$ cat src/rtl/cpu_pkg.sv
// Shared CPU definitions: default widths, NOP encoding and phase decoding.
package cpu_pkg;

    localparam int unsigned CPU_ADDR_W = 16;
    localparam int unsigned CPU_INSN_W = 16;
    localparam logic [CPU_INSN_W-1:0] NOP_INSN = '0;

    // Decoded view of the four one-hot phase strobes
    typedef enum logic [2:0] {
        PhFetch,
        PhDecode,
        PhExec,
        PhRdmem,
        PhIllegal
    } phase_e;

    // Phase vector is ordered {fetch, decode, exec, rdmem}; anything not one-hot is illegal
    function automatic phase_e decode_phase(input logic [3:0] ph);
        phase_e res;
        unique case (ph)
            4'b1000: res = PhFetch;
            4'b0100: res = PhDecode;
            4'b0010: res = PhExec;
            4'b0001: res = PhRdmem;
            default: res = PhIllegal;
        endcase
        return res;
    endfunction

endpackage

$ cat src/rtl/fetch_unit.sv
// Instruction fetch unit: PC, instruction register and load-data register,
// sequenced by an external one-hot phase generator.
module fetch_unit
    import cpu_pkg::*;
#(
    parameter int unsigned ADDR_W   = CPU_ADDR_W,
    parameter int unsigned INSN_W   = CPU_INSN_W,
    parameter logic [ADDR_W-1:0] RESET_PC = '0
) (
    input  logic              clk,
    input  logic              rst,
    input  logic              phase_fetch,
    input  logic              phase_decode,
    input  logic              phase_exec,
    input  logic              phase_rdmem,
    input  logic [INSN_W-1:0] mem_rdata,
    input  logic              jump,
    input  logic [ADDR_W-1:0] jump_addr,
    input  logic              load_req,
    input  logic [ADDR_W-1:0] data_addr,
    output logic [ADDR_W-1:0] mem_addr,
    output logic              mem_rd,
    output logic [ADDR_W-1:0] pc,
    output logic [INSN_W-1:0] insn,
    output logic [INSN_W-1:0] load_data,
    output logic              phase_err
);

    phase_e phase;

    logic [ADDR_W-1:0] pc_q;
    logic [INSN_W-1:0] insn_q;
    logic [INSN_W-1:0] load_data_q;
    logic              phase_err_q;

    assign phase     = decode_phase({phase_fetch, phase_decode, phase_exec, phase_rdmem});
    assign pc        = pc_q;
    assign insn      = insn_q;
    assign load_data = load_data_q;
    assign phase_err = phase_err_q;

    // Memory port: PC during fetch, data address during rdmem, idle PC otherwise
    always_comb begin
        mem_addr = pc_q;
        mem_rd   = 1'b0;
        case (phase)
            PhFetch: begin
                mem_addr = pc_q;
                mem_rd   = 1'b1;
            end
            PhRdmem: begin
                mem_addr = data_addr;
                mem_rd   = load_req;
            end
            default: ;
        endcase
    end

    // Register updates at the posedge that ends each phase; reset overrides everything
    always_ff @(posedge clk) begin
        if (rst) begin
            pc_q        <= RESET_PC;
            insn_q      <= INSN_W'(NOP_INSN);
            load_data_q <= '0;
            phase_err_q <= 1'b0;
        end else begin
            case (phase)
                PhFetch: begin
                    insn_q <= mem_rdata;
                    pc_q   <= pc_q + ADDR_W'(2);
                end
                PhExec: begin
                    // Instructions are halfword aligned, so the target LSB is dropped
                    if (jump) pc_q <= {jump_addr[ADDR_W-1:1], 1'b0};
                end
                PhRdmem: begin
                    if (load_req) load_data_q <= mem_rdata;
                end
                PhIllegal: phase_err_q <= 1'b1;
                default: ;
            endcase
        end
    end

endmodule

$ cat config.mk
export PLATFORM = sky130hd
export DESIGN_NAME = fetch_unit
export DESIGN_NICKNAME = d
export VERILOG_FILES = /design/src/rtl/cpu_pkg.sv /design/src/rtl/fetch_unit.sv
export SDC_FILE = /design/constraint.sdc
export NUM_CORES = 1
export LEC_CHECK = 0
export ABC_AREA = 1
export CORE_ASPECT_RATIO = 1.1
export CORE_MARGIN = 5
export CORE_UTILIZATION = 40
export CTS_CLUSTER_DIAMETER = 200
export DETAILED_ROUTE_END_ITERATION = 16
export PLACE_DENSITY = 0.79
export SLEW_MARGIN = 20
export SYNTH_ARGS = -nofsm -noshare
export SYNTH_HDL_FRONTEND = slang
export SYNTH_SLANG_ARGS = --single-unit
$ cat constraint.sdc
create_clock -name clk -period 1.6 [get_ports clk]
set_input_delay 0.32 -clock clk [delete_from_list [all_inputs] [get_ports clk]]
set_output_delay 0.32 -clock clk [all_outputs]
set_load 0.01 [all_outputs]
## Word-level counts from Yosys, hierarchy flattened

Cells that the tools add are included.

| word-level totals | value |
|---|---|
| bits in registers | 49 |
| logic and storage cells | 22 |

| cells by class | value |
|---|---|
| add/sub/neg operators | 1 |
| eq/ne operators | 8 |
| mux-type cells | 5 |
| reduce and logical (&&, ||, !) cells | 4 |

Operators by type and width:

| cell | count |
|---|---|
| 16-bit 2-to-1 mux | 2 |
| 16-bit case mux with 2 select lines | 1 |
| 16-bit by 2-bit adder with 16-bit output (second input constant) | 1 |
| 3-bit case mux with 4 select lines | 1 |
| 3-bit by 2-bit == test with 1-bit output (second input constant) | 2 |
| 4-bit by 1-bit == test with 1-bit output (second input constant) | 1 |
| 4-bit by 2-bit == test with 1-bit output (second input constant) | 1 |
| 4-bit by 3-bit == test with 1-bit output (second input constant) | 1 |
| 4-bit == test (second input constant) | 1 |
| 2-bit AND reduction | 2 |
| 3-bit == test (second input constant) | 1 |
| 3-bit logical NOT | 1 |
| 2-bit != test (second input constant) | 1 |
| 1-bit case mux with 2 select lines | 1 |
| 2-bit nonzero test | 1 |

## Logic depth before layout (Yosys ltp)

Gate-level depths: netlist of the first run.

| logic depth | value |
|---|---|
| depth in word-level cells | 5 |
| gate-level depth with buffers | 9 |
| gate-level depth less buffers | 8 |

## Least setup slack after synthesis of the first run

OpenSTA, ideal clock, no wires.

| timing path | value |
|---|---|
| path kind | input -> output |
| start | input port phase_fetch |
| end | output port mem_addr[11] |
| arrival | 1087 ps |
| required time | 1280 ps |
| path slack | 193 ps |
| cell stages on the path | 6 |
| buffers on the path | 1 |
| path through | nor2_2 nand3_2 inv_2 buf_2 nand2_1 o21ai_0 |

| between the ends | value |
|---|---|
| longest elaborated chain between the ends | 4 |
| elaborated cells between the ends (all ways) | 7 |
| those cells by class | 5 x eq/ne; 2 x mux |

RTL lines:

| item | line | text |
|---|---|---|
| start, declared | fetch_unit.sv:12 | `input logic phase_fetch,` |
| 4-bit by 1-bit == test with 1-bit output, or another cell as far along | cpu_pkg.sv:20 | `unique case (ph)` |
| 3-bit case mux with 4 select lines * | cpu_pkg.sv:20 |  |
| 3-bit by 2-bit == test with 1-bit output * | fetch_unit.sv:46 | `case (phase)` |
| 16-bit 2-to-1 mux * | fetch_unit.sv:46 |  |
| end, declared | fetch_unit.sv:21 | `output logic [ADDR_W-1:0] mem_addr,` |

Mark *: on every way between the ends. The rest lies on a longest branch, timed or not.

## Final worst setup path of the first run

| timing path | value |
|---|---|
| start | input port phase_rdmem |
| end | register pc_q[11] (netlist: pc[11]) |

| between the ends | value |
|---|---|
| longest elaborated chain between the ends | 5 |
| elaborated cells between the ends (all ways) | 11 |
| those cells by class | 6 x eq/ne; 2 x mux; 3 x reduce/logical |

RTL lines:

| item | line | text |
|---|---|---|
| start, declared | fetch_unit.sv:15 | `input logic phase_rdmem,` |
| 4-bit by 1-bit == test with 1-bit output, or another cell as far along | cpu_pkg.sv:20 |  |
| 3-bit case mux with 4 select lines * | cpu_pkg.sv:20 |  |
| 3-bit by 2-bit == test with 1-bit output or 3-bit logical NOT (tied branches) | fetch_unit.sv:67 | `case (phase)` |
| 2-bit != test (no source line) or 2-bit nonzero test (tied branches) | - |  |
| 2-bit AND reduction (no source line) | - |  |
| end signal, assigned | fetch_unit.sv:70 | `pc_q <= pc_q + ADDR_W'(2);` |
| end signal, assigned | fetch_unit.sv:74 | `if (jump) pc_q <= {jump_addr[ADDR_W-1:1], 1'b0};` |
| end, declared | fetch_unit.sv:31 | `logic [ADDR_W-1:0] pc_q;` |

Marks and branches as above.
A chain may end at the register's enable or synchronous reset.

==> results of run 1 <==
## state kept, by name (all words and copies together), names as in the netlist
name and flops:
load_data 16, phase_err 1, insn 16, pc 15
## power breakdown
| group | internal (mW) | switching, mW |
|---|---|---|
| Combinational | 0.256 | 0.203 |
| Clock | 0.511 | 0.416 |
| Sequential | 1.22 | 0.0185 |
| Total | 1.99 | 0.638 |
## metrics by stage
stage	setup slack (ns)	util
after detailed placement	-0.702	0.635
after global routing	-0.0408	0.672
after floorplan	0.193	-
after CTS	0.0000535	0.651
after global placement	-0.673	0.635
final	0.0332	0.672
## kinds of logic after synthesis
logic type               after synthesis  share of synthesized area
AND/OR/NAND/NOR                      196                      0.330
AO/OA/AOI/OAI                         77                      0.168
buffers and inverters                 50                      0.106
flip-flops                            48                      0.386
XOR/XNOR                               1                    0.00351
adder cells (fa/ha/maj)                1                    0.00502
other                                  1                    0.00150
## cells in the mapped netlist (all sizes together)
| cell type | n |
|---|---|
| a21oi | 29 |
| a31oi | 4 |
| buf | 14 |
| clkbuf | 7 |
| conb | 1 |
| dfxtp | 48 |
| ha | 1 |
| inv | 29 |
| nand2 | 99 |
| nand3 | 34 |
| nand4 | 4 |
| nor2 | 54 |
| o21ai | 43 |
| o22ai | 1 |
| or2 | 5 |
| xor2 | 1 |
## timing repair
action,4_1_cts,5_1_grt
gates resized for setup,103,27
setup buffers,3,1
setup endpoints to repair,45,19
pin swaps,2,8
hold buffers,0,0
cloned,2,2
## layout make-up
class	instances	area, um2	area share
multi-input combinational	276	1330	0.323
sequential	48	971	0.236
clock inverter	2	38.8	0.00943
inverter	29	123	0.0298
clock buffer	6	82.6	0.0201
timing repair buffer	156	1470	0.358
tap	80	100	0.0243
## final timing paths
check / from / endpoint
worst min-delay path: load_data[9]$_SDFFE_PP0P_ / load_data[9]$_SDFFE_PP0P_
worst min register to register: load_data[9]$_SDFFE_PP0P_ / load_data[9]$_SDFFE_PP0P_
worst max register to register: pc[6]$_SDFFE_PP0P_ / pc[10]$_SDFFE_PP0P_
worst max-delay path: phase_rdmem / pc[11]$_SDFFE_PP0P_
## worst max-delay path: cells and delay by family
family                 cells  cell delay [ns]
AND/OR/NAND/NOR            2             0.25
buffers and inverters      3             0.66
AO/OA/AOI/OAI              3             0.51
## per-layer routing
| layer | global-route usage | up-vias | wire length (um) |
|---|---|---|---|
| met2 | 0.398 | 133 | 4480 |
| met3 | 0.0658 | 10 | 794 |
| met1 | 0.244 | 1365 | 3460 |
| met4 | 0.0554 | 0 | 110 |
| met5 | 0 | - | 0 |
| li1 | - | 1486 | - |
==> reports/qor.csv, run 1 <==
metric,value,unit
Tightest Hold Check Type,reg -> reg,
status,completed,
initial antenna violation count,0,
skew final,0.00501,ns
hpwl dp,6420,um
synth top area cells,"dfxtp_1 (39%), nand2_1 (15%), o21ai_0 (7.8%)",
gpl congestion,0.856,
first drt pass iteration count,4,
Layout area overhead,65.1,%
Cells after Synth,374,
vias in the first global route,2950,
Final Slew Violations,0,
Antenna diodes,0,
Worst R2R Setup Slack,0.18,ns
core box area,6120,um2
Final Net Count,573,
vias per cell,5.02,
Syn Nets,431,
top-area cell type share of the netlist area,0.386,
fin crit share,0.979,
H-tree levels,2,
All-Layer GR Usage,0.218,
clock latency on the worst-skew pair,0.30,ns
critical-path cell list,clkdlybuf4s15_1 > buf_4 > nor2_4 > nand2_8 > o21ai_4 > clkinvlp_4 > o21ai_2 > a21oi_1,
"commonest non-fill, non-tap cell in the layout",nand2_1,
post-route ant nets,0,
post-route cell area,4110,um2
first-pass GRT wire length,14000,um
Final setup viols,0,
Setup Crit Path Kind,in -> reg,
Crit path required time,1.79,ns
initial core utilization,0.407,
Post-Place Cells,583,
count of final hold-check violations,0,
most frequent cells in the layout,"nand2_1 (96), clkdlybuf4s50_1 (87), nor2_1 (51)",
vias post-DR,2994,
Seq cells post-synth,48,
placed cell area,3880,um2
synth warn,0,
pwr dens,638,nW/um2
CP endpoint kind,flip-flop,
max capacitance violation total,0,
Pwr Total,2.63,mW
port bufs,119,
final setup TNS,0,ns
area of the mapped netlist,2490,um2
post-detailed-routing wire length,8840,um
reg2reg path depth,8,
Worst path slowest cell,clkinvlp_4,
CTS tree,yes,
"Distinct cells, synth",27,
Die ar.,7910,um2
Crit path largest cell delay,0.26,ns
"Clk pin slew, worst setup/hold paths",0.09,ns
WP data arrival,1.75,ns
largest net degree at the start of global routing,25,
clk root buf,clkbuf_8,
wire per inst,14.8,um
Die H,92.8,um
f_max,638,MHz
Max clock buf depth,2,
Startpoint Class,input port,
Die W,85.3,um
crit-path max FO,8,
DRC,0,
hold_ws,0.473,ns
"Avg Cell Area, Syn",6.66,um2
register area share after synthesis,0.386,
Post-Layout Cell Count,597,
hold path depth,2,
gr ovfl total,0,
fillers,531,
cell row count,30,
LEAKAGE,1.73,nW
peak supply drop,0.430,mV
layout cells sized above 1,0.182,
Iter 0 DRT Violations,123,
"area leader, netlist",dfxtp_1,
total CTS buffers,5,
clock sink total,48,
IO Count,122,
fin crit period,1.57,ns
Power figures use the tool's default switching activity.
==> run 2: changes to the inputs <==
--- a/config.mk
+++ b/config.mk
@@ -8,10 +8,11 @@
 export ABC_AREA = 1
 export CORE_ASPECT_RATIO = 1.1
 export CORE_MARGIN = 5
-export CORE_UTILIZATION = 40
+export CORE_UTILIZATION = 35
 export CTS_CLUSTER_DIAMETER = 200
 export DETAILED_ROUTE_END_ITERATION = 16
-export PLACE_DENSITY = 0.79
+export PLACE_DENSITY = 0.71
+export RECOVER_POWER = 25
 export SLEW_MARGIN = 20
 export SYNTH_ARGS = -nofsm -noshare
 export SYNTH_HDL_FRONTEND = slang
==> constraint.sdc (replaced) <==
create_clock -name clk -period 1.81 [get_ports clk]
set_input_delay 0.362 -clock clk [delete_from_list [all_inputs] [get_ports clk]]
set_output_delay 0.362 -clock clk [all_outputs]
set_load 0.01 [all_outputs]
==> run 2 against run 1 <==
Net effect:
- non-clock buffer count is 3 higher
- clock skew up 0.0033 ns
- first-iteration DRC count fell by 34%
- sequential share of layout area shrank 0.38 points
- flip-flop and latch count is the same
- count of clock-buffer cells in the layout shrank 1
- combinational power shrank 12%
- via count is 1.3% lower
- routed wire length decreased by 1.5%
- power fell by 7.5%
- cell count increased by 1.3%
- clock power about the same
==> reports/qor.csv, run 2 (synthesized netlist as in run 1, its figures left out) <==
metric,value,unit,change
reg2reg end,pc[5]$_SDFFE_PP0P_,,was pc[10]$_SDFFE_PP0P_
CTS Hold Buffers Added,0,,unchanged
hpwl dp,6480,um,was 6420 um
Post-Layout Cell Count,605,,was 597
Sw Share,0.230,,was 0.243
pwr dens,587,nW/um2,was 638 nW/um2
Crit path buffers/inverters,1,,was 3
total CTS buffers,5,,unchanged
Die W,90.5,um,was 85.3 um
most frequent cells in the layout,"clkdlybuf4s50_1 (98), nand2_1 (97), nor2_1 (51)",,"was nand2_1 (96), clkdlybuf4s50_1 (87), nor2_1 (51)"
"Clk pin slew, worst setup/hold paths",0.10,ns,was 0.09 ns
skew final,0.00833,ns,was 0.00501 ns
Die ar.,8910,um2,was 7910 um2
fillers,644,,was 531
hold path depth,2,,unchanged
IO Count,122,,unchanged
f_max,563,MHz,
placed cell area,3910,um2,was 3880 um2
LEAKAGE,1.65,nW,was 1.73 nW
post-route cell area,4140,um2,was 4110 um2
peak supply drop,0.489,mV,was 0.430 mV
core box area,6970,um2,was 6120 um2
CTS tree,yes,,unchanged
All-Layer GR Usage,0.188,,was 0.218
initial core utilization,0.358,,was 0.407
clock sink total,48,,unchanged
Crit path largest cell delay,0.61,ns,was 0.26 ns
DRC,0,,unchanged
"commonest non-fill, non-tap cell in the layout",clkdlybuf4s50_1,,was nand2_1
Worst path slowest cell,clkdlybuf4s50_1,,was clkinvlp_4
clock latency on the worst-skew pair,0.30,ns,about the same
post-route ant nets,0,,unchanged
Final setup viols,0,,unchanged
FF-to-FF Start,pc[2]$_SDFFE_PP0P_,,was pc[6]$_SDFFE_PP0P_
Worst Hold Launch,load_data[4]$_SDFFE_PP0P_,,was load_data[9]$_SDFFE_PP0P_
Max clock buf depth,2,,unchanged
clk root buf,clkbuf_8,,unchanged
hold endpoint,load_data[4]$_SDFFE_PP0P_,,was load_data[9]$_SDFFE_PP0P_
Setup Crit Path Kind,reg -> out,,was in -> reg
largest net degree at the start of global routing,20,,was 25
WP data arrival,1.41,ns,was 1.75 ns
count of final hold-check violations,0,,unchanged
first-pass GRT wire length,13900,um,was 14000 um
gr ovfl total,0,,unchanged
vias post-DR,2954,,was 2994
Worst R2R Setup Slack,0.23,ns,was 0.18 ns
initial antenna violation count,0,,unchanged
Startpoint Class,flip-flop,,was input port
crit-path max FO,6,,was 8
fin crit share,0.982,,
Die H,98.5,um,was 92.8 um
vias per cell,4.88,,was 5.02
Post-Place Cells,590,,was 583
critical-path cell list,clkdlybuf4s50_1,,was clkdlybuf4s15_1 > buf_4 > nor2_4 > nand2_8 > o21ai_4 > clkinvlp_4 > o21ai_2 > a21oi_1
Final Slew Violations,0,,unchanged
Pwr Total,2.43,mW,was 2.63 mW
CP endpoint kind,output pin,,was flip-flop
headroom to the max-slew limit,0.501,,
first drt pass iteration count,4,,unchanged
Comb pwr share,0.166,,was 0.175
Crit path required time,1.45,ns,was 1.79 ns
"CP delay by family, top",buffers and inverters,,unchanged
layout cells sized above 1,0.162,,was 0.182
wire per inst,14.4,um,was 14.8 um
Reg power frac,0.452,,was 0.472
post-detailed-routing wire length,8710,um,was 8840 um
Post-Route Utilization,0.594,,was 0.672
Clock Power Share,0.382,,was 0.353
Internal Power,1.87,mW,was 1.99 mW
max capacitance violation total,0,,unchanged
Sw Pwr,0.559,mW,was 0.638 mW
port bufs,119,,unchanged
status,completed,,unchanged
Layout area overhead,66.0,%,was 65.1%
vias in the first global route,2908,,was 2950
hold_ws,0.467,ns,was 0.473 ns
Iter 0 DRT Violations,81,,was 123
fin crit period,1.78,ns,
Antenna diodes,0,,unchanged
Tightest Hold Check Type,reg -> reg,,unchanged
Final Net Count,576,,was 573
H-tree levels,2,,unchanged
reg2reg path depth,6,,was 8
cell row count,32,,was 30
worst slew pin tran,0.749,ns,
gpl congestion,0.830,,was 0.856
run 2: changes by cell type in the layout (fill, tap and decap cells not counted), sizes merged, moves of 2 or more:
cell           delta
buf               -3
clkdlybuf4s15     +2
clkdlybuf4s50    +11
dlygate4sd2       -6
dlymetal6s2s      -2
inv               +2
run 2: per-stage QoR:
step                setup TNS [ns]  setup slack (ns)
finish                           0            0.0332
global route               -0.0956           -0.0188
global placement            -11.93            -0.526
CTS                              0            0.0117
floorplan                        0             0.319
detailed placement          -12.61            -0.568
run 2: worst min-delay path: stages, from the launching register on:
cell     delay, ns
dfxtp_1       0.32
nand2_1       0.06
a21oi_1       0.05
run 2: final cells by class:
type	count	area (um2)	share of cell area
Clock buffer	5	68.8	0.0166
Multi-Input combinational cell	276	1280	0.310
Clock inverter	3	68.8	0.0166
Timing Repair Buffer	159	1530	0.371
Inverter	29	116	0.0281
Tap cell	85	106	0.0257
Sequential cell	48	961	0.232
run 2: power groups by stage:
stage	clock network, mW	registers, mW	logic, mW
3_5_place_dp	0	1.12	0.389
5_1_grt	0.993	1.10	0.436
2_1_floorplan	0	1.13	0.130
4_1_cts	0.954	1.10	0.400
6_report	0.928	1.10	0.404
3_3_place_gp	0	1.12	0.386
run 2: per-layer routing:
layer  wire length, um  GRT usage
met1              3620      0.227
met3               832     0.0542
met4               168     0.0596
met5                 0          0
met2              4090      0.321
run 2: how the worst max path moves through the flow:
stage | cells past startpoint | to | startpoint
floorplan | 6 | mem_addr[11] | phase_fetch
global placement | 8 | mem_addr[9] | phase_fetch
detailed placement | 8 | mem_addr[13] | phase_fetch
CTS | 8 | mem_addr[10] | phase_fetch
global route | 9 | mem_addr[9] | phase_exec
finish | 1 | pc[7] | pc[7]$_SDFFE_PP0P_
run 2: what timing repair did:
action	4_1_cts	5_1_grt
endpoints found under the setup margin	17	14
cloned	3	0
pin swaps	2	2
setup buffers	3	2
resized for setup	73	13
==> run 3: changes to the inputs <==
--- a/config.mk
+++ b/config.mk
@@ -10,7 +10,9 @@
 export CORE_MARGIN = 5
 export CORE_UTILIZATION = 35
 export CTS_CLUSTER_DIAMETER = 200
+export CTS_CLUSTER_SIZE = 28
 export DETAILED_ROUTE_END_ITERATION = 16
+export GPL_ROUTABILITY_DRIVEN = 0
 export PLACE_DENSITY = 0.71
 export RECOVER_POWER = 25
 export SLEW_MARGIN = 20
==> results of run 3 <==
Final layout, timing and power as in run 2 (identical DEF).
